## src/rtl/prbs_pkg.sv

```systemverilog
// rtl/prbs_pkg.sv - PRBS-31 (x^31+x^28+1) constants, state type and next-state function.
package prbs_pkg;

   localparam int PRBS_LEN = 31;
   localparam int PRBS_TAP = 3;

   typedef enum logic [1:0] {
      SEARCH = 2'd0,
      VERIFY = 2'd1,
      LOCKED = 2'd2
   } chk_state_t;

   // Upper bits use the old state; the low TAP bits fold in the freshly computed top bits.
   function automatic logic [PRBS_LEN-1:0] prbs31_next(input logic [PRBS_LEN-1:0] s);
      logic [PRBS_LEN-1:0] f;
      f[PRBS_LEN-1:PRBS_TAP] = s[PRBS_LEN-1:PRBS_TAP] ^ s[PRBS_LEN-1-PRBS_TAP:0];
      f[PRBS_TAP-1:0]        = s[PRBS_TAP-1:0] ^ f[PRBS_LEN-1:PRBS_LEN-PRBS_TAP];
      return f;
   endfunction

endpackage

```

## src/rtl/prbs_check_popcount31.sv

```systemverilog
// rtl/prbs_check_popcount31.sv - combinational population count of a 31-bit error mask.
module popcount31 (
   input  logic [30:0] din,
   output logic [4:0]  cnt
);

   always_comb begin
      cnt = '0;
      for (int i = 0; i < 31; i++) begin
         cnt = cnt + {4'd0, din[i]};
      end
   end

endmodule

```

## src/rtl/prbs_check.sv

```systemverilog
// rtl/prbs_check.sv - self-synchronising PRBS-31 checker with lock FSM and saturating error counters.
module prbs_check
   import prbs_pkg::*;
#(
   parameter int WIDTH      = 31,
   parameter int CNT_W      = 32,
   parameter int LOCK_CNT   = 16,
   parameter int UNLOCK_CNT = 4
) (
   input  logic             clk,
   input  logic             rstn,
   input  logic [WIDTH-1:0] di,
   input  logic             valid,
   input  logic             clear_cnt,
   output logic             locked,
   output logic             err,
   output logic [CNT_W-1:0] err_bits,
   output logic [CNT_W-1:0] err_words
);

   if (WIDTH != PRBS_LEN) begin : g_bad_width
      $error("prbs_check: WIDTH must be 31");
   end
   if (LOCK_CNT < 1 || LOCK_CNT > 255) begin : g_bad_lock
      $error("prbs_check: LOCK_CNT must be 1..255");
   end
   if (UNLOCK_CNT < 1 || UNLOCK_CNT > 255) begin : g_bad_unlock
      $error("prbs_check: UNLOCK_CNT must be 1..255");
   end
   if (CNT_W < 1) begin : g_bad_cnt
      $error("prbs_check: CNT_W must be at least 1");
   end

   localparam int                  SUM_W       = ((CNT_W > 5) ? CNT_W : 5) + 1;
   localparam logic [7:0]          GOOD_TGT    = 8'(LOCK_CNT);
   localparam logic [7:0]          BAD_TGT     = 8'(UNLOCK_CNT);
   localparam logic [CNT_W-1:0]    CNT_MAX     = '1;
   localparam logic [SUM_W-1:0]    CNT_MAX_EXT = SUM_W'(CNT_MAX);
   localparam logic [PRBS_LEN-1:0] ALL_ONES    = '1;

   function automatic logic [7:0] sat_inc8(input logic [7:0] v);
      return (v == 8'hFF) ? v : v + 8'd1;
   endfunction

   chk_state_t           state_q, state_d;
   logic [PRBS_LEN-1:0]  ref_q, ref_d;
   logic [7:0]           good_q, good_d;
   logic [7:0]           bad_q, bad_d;
   logic                 locked_q, locked_d;
   logic                 err_q, err_d;
   logic [CNT_W-1:0]     err_bits_q, err_bits_d;
   logic [CNT_W-1:0]     err_words_q, err_words_d;

   logic [PRBS_LEN-1:0]  di_w;
   logic [PRBS_LEN-1:0]  next_ref;
   logic [PRBS_LEN-1:0]  err_mask;
   logic                 mismatch;
   logic                 count_word;
   logic [4:0]           pop_cnt;
   logic [SUM_W-1:0]     bits_sum;

   assign di_w     = di[PRBS_LEN-1:0];
   assign next_ref = prbs31_next(ref_q);
   assign err_mask = di_w ^ ~next_ref;
   assign mismatch = |err_mask;

   popcount31 u_popcount (
      .din (err_mask),
      .cnt (pop_cnt)
   );

   always_comb begin
      state_d    = state_q;
      ref_d      = ref_q;
      good_d     = good_q;
      bad_d      = bad_q;
      err_d      = 1'b0;
      count_word = 1'b0;
      if (valid) begin
         unique case (state_q)
            SEARCH: begin
               // An all-ones word would seed a zero reference, which is a dead LFSR state.
               if (di_w != ALL_ONES) begin
                  ref_d   = ~di_w;
                  good_d  = '0;
                  state_d = VERIFY;
               end
            end
            VERIFY: begin
               if (!mismatch) begin
                  ref_d  = next_ref;
                  good_d = sat_inc8(good_q);
                  if (good_d == GOOD_TGT) begin
                     state_d = LOCKED;
                     bad_d   = '0;
                  end
               end else begin
                  good_d = '0;
                  if (di_w == ALL_ONES) state_d = SEARCH;
                  else                  ref_d   = ~di_w;
               end
            end
            LOCKED: begin
               // Flywheel: the reference keeps running so isolated errors never disturb alignment.
               ref_d = next_ref;
               if (mismatch) begin
                  err_d      = 1'b1;
                  count_word = 1'b1;
                  bad_d      = sat_inc8(bad_q);
                  if (bad_d == BAD_TGT) state_d = SEARCH;
               end else begin
                  bad_d = '0;
               end
            end
            default: state_d = SEARCH;
         endcase
      end
   end

   always_comb begin
      err_words_d = err_words_q;
      err_bits_d  = err_bits_q;
      bits_sum    = SUM_W'(err_bits_q) + SUM_W'(pop_cnt);
      if (clear_cnt) begin
         err_words_d = '0;
         err_bits_d  = '0;
      end else if (count_word) begin
         if (err_words_q != CNT_MAX) err_words_d = err_words_q + CNT_W'(1);
         err_bits_d = (bits_sum > CNT_MAX_EXT) ? CNT_MAX : bits_sum[CNT_W-1:0];
      end
      locked_d = (state_d == LOCKED);
   end

   always_ff @(posedge clk or negedge rstn) begin
      if (!rstn) begin
         state_q     <= SEARCH;
         ref_q       <= '0;
         good_q      <= '0;
         bad_q       <= '0;
         locked_q    <= 1'b0;
         err_q       <= 1'b0;
         err_bits_q  <= '0;
         err_words_q <= '0;
      end else begin
         state_q     <= state_d;
         ref_q       <= ref_d;
         good_q      <= good_d;
         bad_q       <= bad_d;
         locked_q    <= locked_d;
         err_q       <= err_d;
         err_bits_q  <= err_bits_d;
         err_words_q <= err_words_d;
      end
   end

   assign locked    = locked_q;
   assign err       = err_q;
   assign err_bits  = err_bits_q;
   assign err_words = err_words_q;

endmodule
```

## config.mk

```make
export PLATFORM = sky130hd
export DESIGN_NAME = prbs_check
export DESIGN_NICKNAME = d
export VERILOG_FILES = /design/src/rtl/prbs_pkg.sv /design/src/rtl/prbs_check_popcount31.sv /design/src/rtl/prbs_check.sv
export SDC_FILE = /design/constraint.sdc
export NUM_CORES = 1
export LEC_CHECK = 0
export CAP_MARGIN = 20
export CORE_ASPECT_RATIO = 0.5
export CORE_MARGIN = 8
export CORE_UTILIZATION = 50
export DETAILED_ROUTE_END_ITERATION = 10
export PLACE_DENSITY_LB_ADDON = 0.2
export SYNTH_ARGS = -nofsm -noshare
export SYNTH_HDL_FRONTEND = slang
export SYNTH_SLANG_ARGS = --single-unit
```

## constraint.sdc

```tcl
create_clock -name clk -period 15.4 [get_ports clk]
set_input_delay 3.08 -clock clk [delete_from_list [all_inputs] [get_ports clk]]
set_output_delay 3.08 -clock clk [all_outputs]
set_load 0.02 [all_outputs]
```

; After elaboration in Yosys (flattened, before gate mapping)
; Cells that the tools add are included.
; W data, S select, Z words.
[totals]
regBits = 115
in_bits = 35
output_inout_bits = 66
wordCells = 103
[classes]
addsub = 34
magnitude_cmp = 1
eq_ne = 14
muxes = 30
bitwise = 5
reduce_logical = 11
[op_table]
columns = op, n
row1 = $mux W32, 6
row2 = $add A5 B1 Y5, 29
row3 = $mux W31, 3
row4 = $pmux W31 S3, 1
row5 = $not A31 Y31, 2
row6 = $mux W8, 7
row7 = $add A32 B5 Y33, 1
row8 = $gt A33 B32 Y1 const B, 1
row9 = $add A32 B1 Y32 const B, 1
row10 = $ne A32 B32 Y1 const B, 1
row11 = $pmux W8 S2, 2
row12 = $eq A31 B31 Y1 const B, 1
row13 = $ne A31 B31 Y1 const B, 1
row14 = $reduce_or A31 Y1, 1
row15 = $xor A31 B31 Y31, 1
row16 = $xor A28 B28 Y28, 1
row17 = $add A8 B1 Y8 const B, 2
row18 = $eq A8 B8 Y1 const B, 2
row19 = $mux W2, 7
row20 = $eq A8 B3 Y1 const B, 1
row21 = $eq A8 B5 Y1 const B, 1
row22 = $reduce_and A4 Y1, 2
row23 = $reduce_bool A2 Y1, 4
row24 = $ne A2 B2 Y1 const B, 3
row25 = 11 further kinds, 14

; Logic depth before layout (Yosys ltp)
[logic_depth]
ltp_word = 39
ltp_mapped = 28
ltp_nobuf = 27

; Modules after synthesis
; From an unflattened synthesis, not the netlist that was laid out.
[unflattened]
cells_unflattened = 929
area_unflattened_um2 = 8777.2
[by_module_without_submodules]
columns = module, n_inst, cells_each, area_per_inst_um2, seq_area_each_um2
row1 = prbs_check, 1, 846, 7981.4, 2877.8
row2 = popcount31, 1, 83, 795.8, 0.0

; Worst setup path before layout
; OpenSTA, ideal clock, no wires.
[synth_path]
path_kind = input -> register
startpoint = input di[1]
endpoint = register err_bits_q[30] (netlist: err_bits[30])
setup_time_ns = 0.125
t_arrival_ns = 9.257
required_time_ns = 15.275
path_slack_ns = 6.019
cell_stages = 23
n_path_buf = 0
cell_sequence = xor2_1 > inv_1 > ha_1 > inv_1 > fa_1 > fa_1 > inv_1 > fa_1 > fa_1 > fa_1 > inv_1 > fa_1 > inv_1 > fa_1 > inv_1 > fa_1 > nor2b_1 > o21ai_0 > a21boi_0 > o211ai_1 > nor3_2 > nand3_1 > mux2_2
[synth_via]
elab_chain_len = 36
word_cells_on_any_way = 41
cone_classes = add/sub: 31 / order compare: 1 / mux: 6 / bitwise: 1 / reduce/logical: 2
[synth_rtl]
columns = element, line_no
row1 = from (decl), prbs_check.sv:12  ; input logic [WIDTH-1:0] di,
row2 = $xor A31 B31 Y31 *, prbs_check.sv:64  ; assign err_mask = di_w ^ ~next_ref;
row3 = $add A1 B1 Y2, prbs_check_popcount31.sv:10  ; cnt = cnt + {4'd0, din[i]};
row4 = $add A5 B1 Y5 (29 in a row), prbs_check_popcount31.sv:10
row5 = $add A32 B5 Y33, prbs_check.sv:123  ; bits_sum = SUM_W'(err_bits_q) + SUM_W'(pop_cnt);
row6 = $gt A33 B32 Y1, prbs_check.sv:129  ; err_bits_d = (bits_sum > CNT_MAX_EXT) ? CNT_MAX : bits_sum[CNT_W-1:0];
row7 = $mux W32, prbs_check.sv:129
row8 = $mux W32, prbs_check.sv:127  ; end else if (count_word) begin
row9 = $mux W32, prbs_check.sv:124  ; if (clear_cnt) begin
row10 = to (signal assigned), prbs_check.sv:151  ; err_bits_q <= err_bits_d;
row11 = to (decl), prbs_check.sv:51  ; logic [CNT_W-1:0] err_bits_q, err_bits_d;
; Every way passes the cells marked *; elsewhere a longest branch is shown, timed or not. The select of a mux whose other input is x is not followed.
; A chain may end at the register's enable or synchronous reset.

; Worst setup path after layout
[layout_path]
startpoint = input di[1]
endpoint = register err_bits_q[23] (netlist: err_bits[23])
; Same word-level chain as after synthesis.

==> flow_metrics.tcl <==
set metrics [dict create \
    cp-start-kind "input pin" \
    finalWeightedCongestion 0.9319 \
    use_met1 0.2970 \
    clock-root-buffer "clkbuf_16" \
    period_minus_slack_ns 10.42 \
    path_delay_family "adder cells" \
    insertion_delay_ns 0.43 \
    use_met2 0.3377 \
    finalMaxSlewViolations 0 \
    io_pins 101 \
    dp_hpwl_um 16660 \
    wirelength_um 23640 \
    syn-mean-instance-area_um2 8.979 \
    path_buf_inv 7 \
    path_clk_slew_ns 0.06 \
    grt_antenna_before_repair 0 \
    clock.fmax_mhz 95.94 \
    global_route.usage.met3 0.05043 \
    cts_tree "done" \
    synth-seq-cells 115 \
    finalClockSkew_ns 0.01000 \
    postCtsSetupBuffers 0 \
    async_flop_share 1.000 \
    crit_type "input pin to flop" \
    multiInputGateArea_um2 5229 \
    setup_viol 0 \
    initial_core_util 0.5179 \
    antenna_left 0 \
    cp-end-kind "flop" \
    crit_path_start "di[1]" \
    syn_nets 1037 \
    path_cells "clkdlybuf4s50_1 > xor2_1 > inv_1 > ha_1 > inv_1 > fa_1 > fa_1 > inv_1 > fa_1 > fa_1 > fa_1 > inv_1 > fa_1 > inv_1 > fa_1 > inv_1 > fa_1 > nor2b_1 > o21ai_0 > a21boi_0 > o2111ai_2 > nand2_1 > nor3_1 > nor4_1" \
    crit_slowest_cell "o2111ai_2" \
    fin_nets 1110 \
    core_area_um2 16560 \
    grt_overflow 0 \
    area_growth_pct 19.87 \
    holdCritStartpoint "err_bits[11]" \
    grt_usage 0.2158 \
    wl_per_cell_um 18.64 \
    min_path_type "flop to flop" \
    grt_most_used_layer "met2" \
    drtIter0Drc 676 \
    worst_slew_pin_slew_ns 1.032 \
    die_w_um 201.2 \
    vias_per_cell 6.119 \
    synthFlopType "dfrtp_1" \
    cts_buffers 17 \
    num_antenna_cells 0 \
    status "finished, final reports clean" \
    rsz0062_at_grt "false" \
    syn_area_um2 8574 \
    hold_viol_final 0 \
    grt_pass1_vias 7447 \
    io_buffers 100 \
    synth_edf_count 0 \
    grt_pass1_wl_um 38690 \
    hold_buffers 0 \
    netlist_instances 955 \
    crit_fanout 22 \
    cp.arrival_ns 10.74 \
    via_count 7759 \
    relSlewSlack 0.3059 \
    tns_ns 0 \
    seq_area_frac_synth 0.3356 \
    synth_top_cell_by_area "dfrtp_1" \
    die_area_um2 21850 \
    register_area_um2 2878 \
    grt_max_degree 81 \
    yosys_warnings 0 \
    cts_resized 0 \
    synthTopCellsByArea "dfrtp_1, fa_1, nor2_1" \
    maxCapViolations 0 \
    fill_cells 1428 \
    synthTopCellsByCount "dfrtp_1, nor2_1, a21oi_1, inv_1, nand2_1" \
    synth_top_area_share 0.3356 \
    ys_types 70 \
    period_share 0.6768 \
    path_common_cell "fa_1" \
    cts_sinks 115 \
    drcViolationCount 0 \
    cts_buffer_depth 2 \
    cp_slowest_stage_delay_ns 0.60 \
    drive_gt1_frac 0.06244 \
    reg2reg_from "ref_q[26]" \
    die_y_um 108.6 \
    yosysMostFrequentCell "dfrtp_1" \
    row_count 33 \
    crit_required_ns 15.71 \
    cts_max_level 4 \
    first_pass_iters 5 \
]
routing by layer:
metal	wire (um)	vias to the layer above	part of all wire
li1	-	3632	-
met1	11030	3830	0.47
met2	10760	266	0.46
met3	1466	31	0.062
met4	379	0	0.016
met5	0	-	0
placed cells by master (no fill, tap or decap), drive strengths merged, types with 16 or more instances in the layout:
cell / Yosys / final
or4: 16 / 16
clkbuf: 38 / 17
dfrtp: 115 / 115
nor4: 25 / 25
ha: 23 / 23
inv: 64 / 68
a21oi: 71 / 71
o31ai: 38 / 38
xnor2: 22 / 22
fa: 24 / 24
nor3: 21 / 21
nand3: 27 / 27
clkdlybuf4s50: 0 / 98
nand2: 52 / 52
o21ai: 57 / 57
nor2: 110 / 110
a31oi: 18 / 18
nand4: 26 / 26
worst register-to-register path: cells and delay by family (launching register included):
family | cells | cell delay, ns
adder cells (fa/ha/maj) | 9 | 4.28
AO/OA/AOI/OAI | 3 | 1.27
AND/OR/NAND/NOR | 4 | 0.95
XOR/XNOR | 3 | 0.72
flip-flops | 1 | 0.45
buffers and inverters | 6 | 0.38
state kept, by name, indices dropped and copies added, names as in the netlist:
name and count:
err 1, err_bits 32, ref_q 31, state_q 2, locked 1, bad_q 8
good_q 8, err_words 32
path summary, 6_finish.rpt:
path,slack [ns],cells past startpoint,to
max,4.98,24,err_bits[23]
min,0.56,1,err_bits[11]
max reg2reg,7.22,25,err_bits[23]
min reg2reg,0.56,1,err_bits[11]
max in group asynchronous,11.37,2,ref_q[13]
min in group asynchronous,2.67,1,err_words[15]
cell families after synthesis:
group,Yosys count,synth area share
simple gates,347,0.2078
fa+ha+maj,47,0.08960
compound gates,250,0.1872
xor+xnor,55,0.09178
flops,115,0.3356
mux,24,0.03239
buf+inv,117,0.05560
metrics by stage:
step,instances,setup WS (ns),hold WS (ns),instance area [um^2],util
floorplan,955,6.019,0.4881,8574,-
global placement,1235,4.869,0.5234,9669,0.5840
detailed placement,1236,4.627,0.5451,9697,0.5857
CTS,1268,5.032,0.5538,10280,0.6208
global route,1268,4.571,0.5774,10280,0.6208
finish,1268,4.977,0.5572,10280,0.6208
cell type report:
cell class	instances	area share
clock inverters	15	0.01522
flip-flops and latches	115	0.2800
inverters	64	0.02337
repair buffers	107	0.1037
clock buffers	17	0.04139
well taps	227	0.02763
multi-input cells	723	0.5087
Power is not shown: default switching activity piles up to over one toggle a cycle in this logic, so the estimate is an artifact.
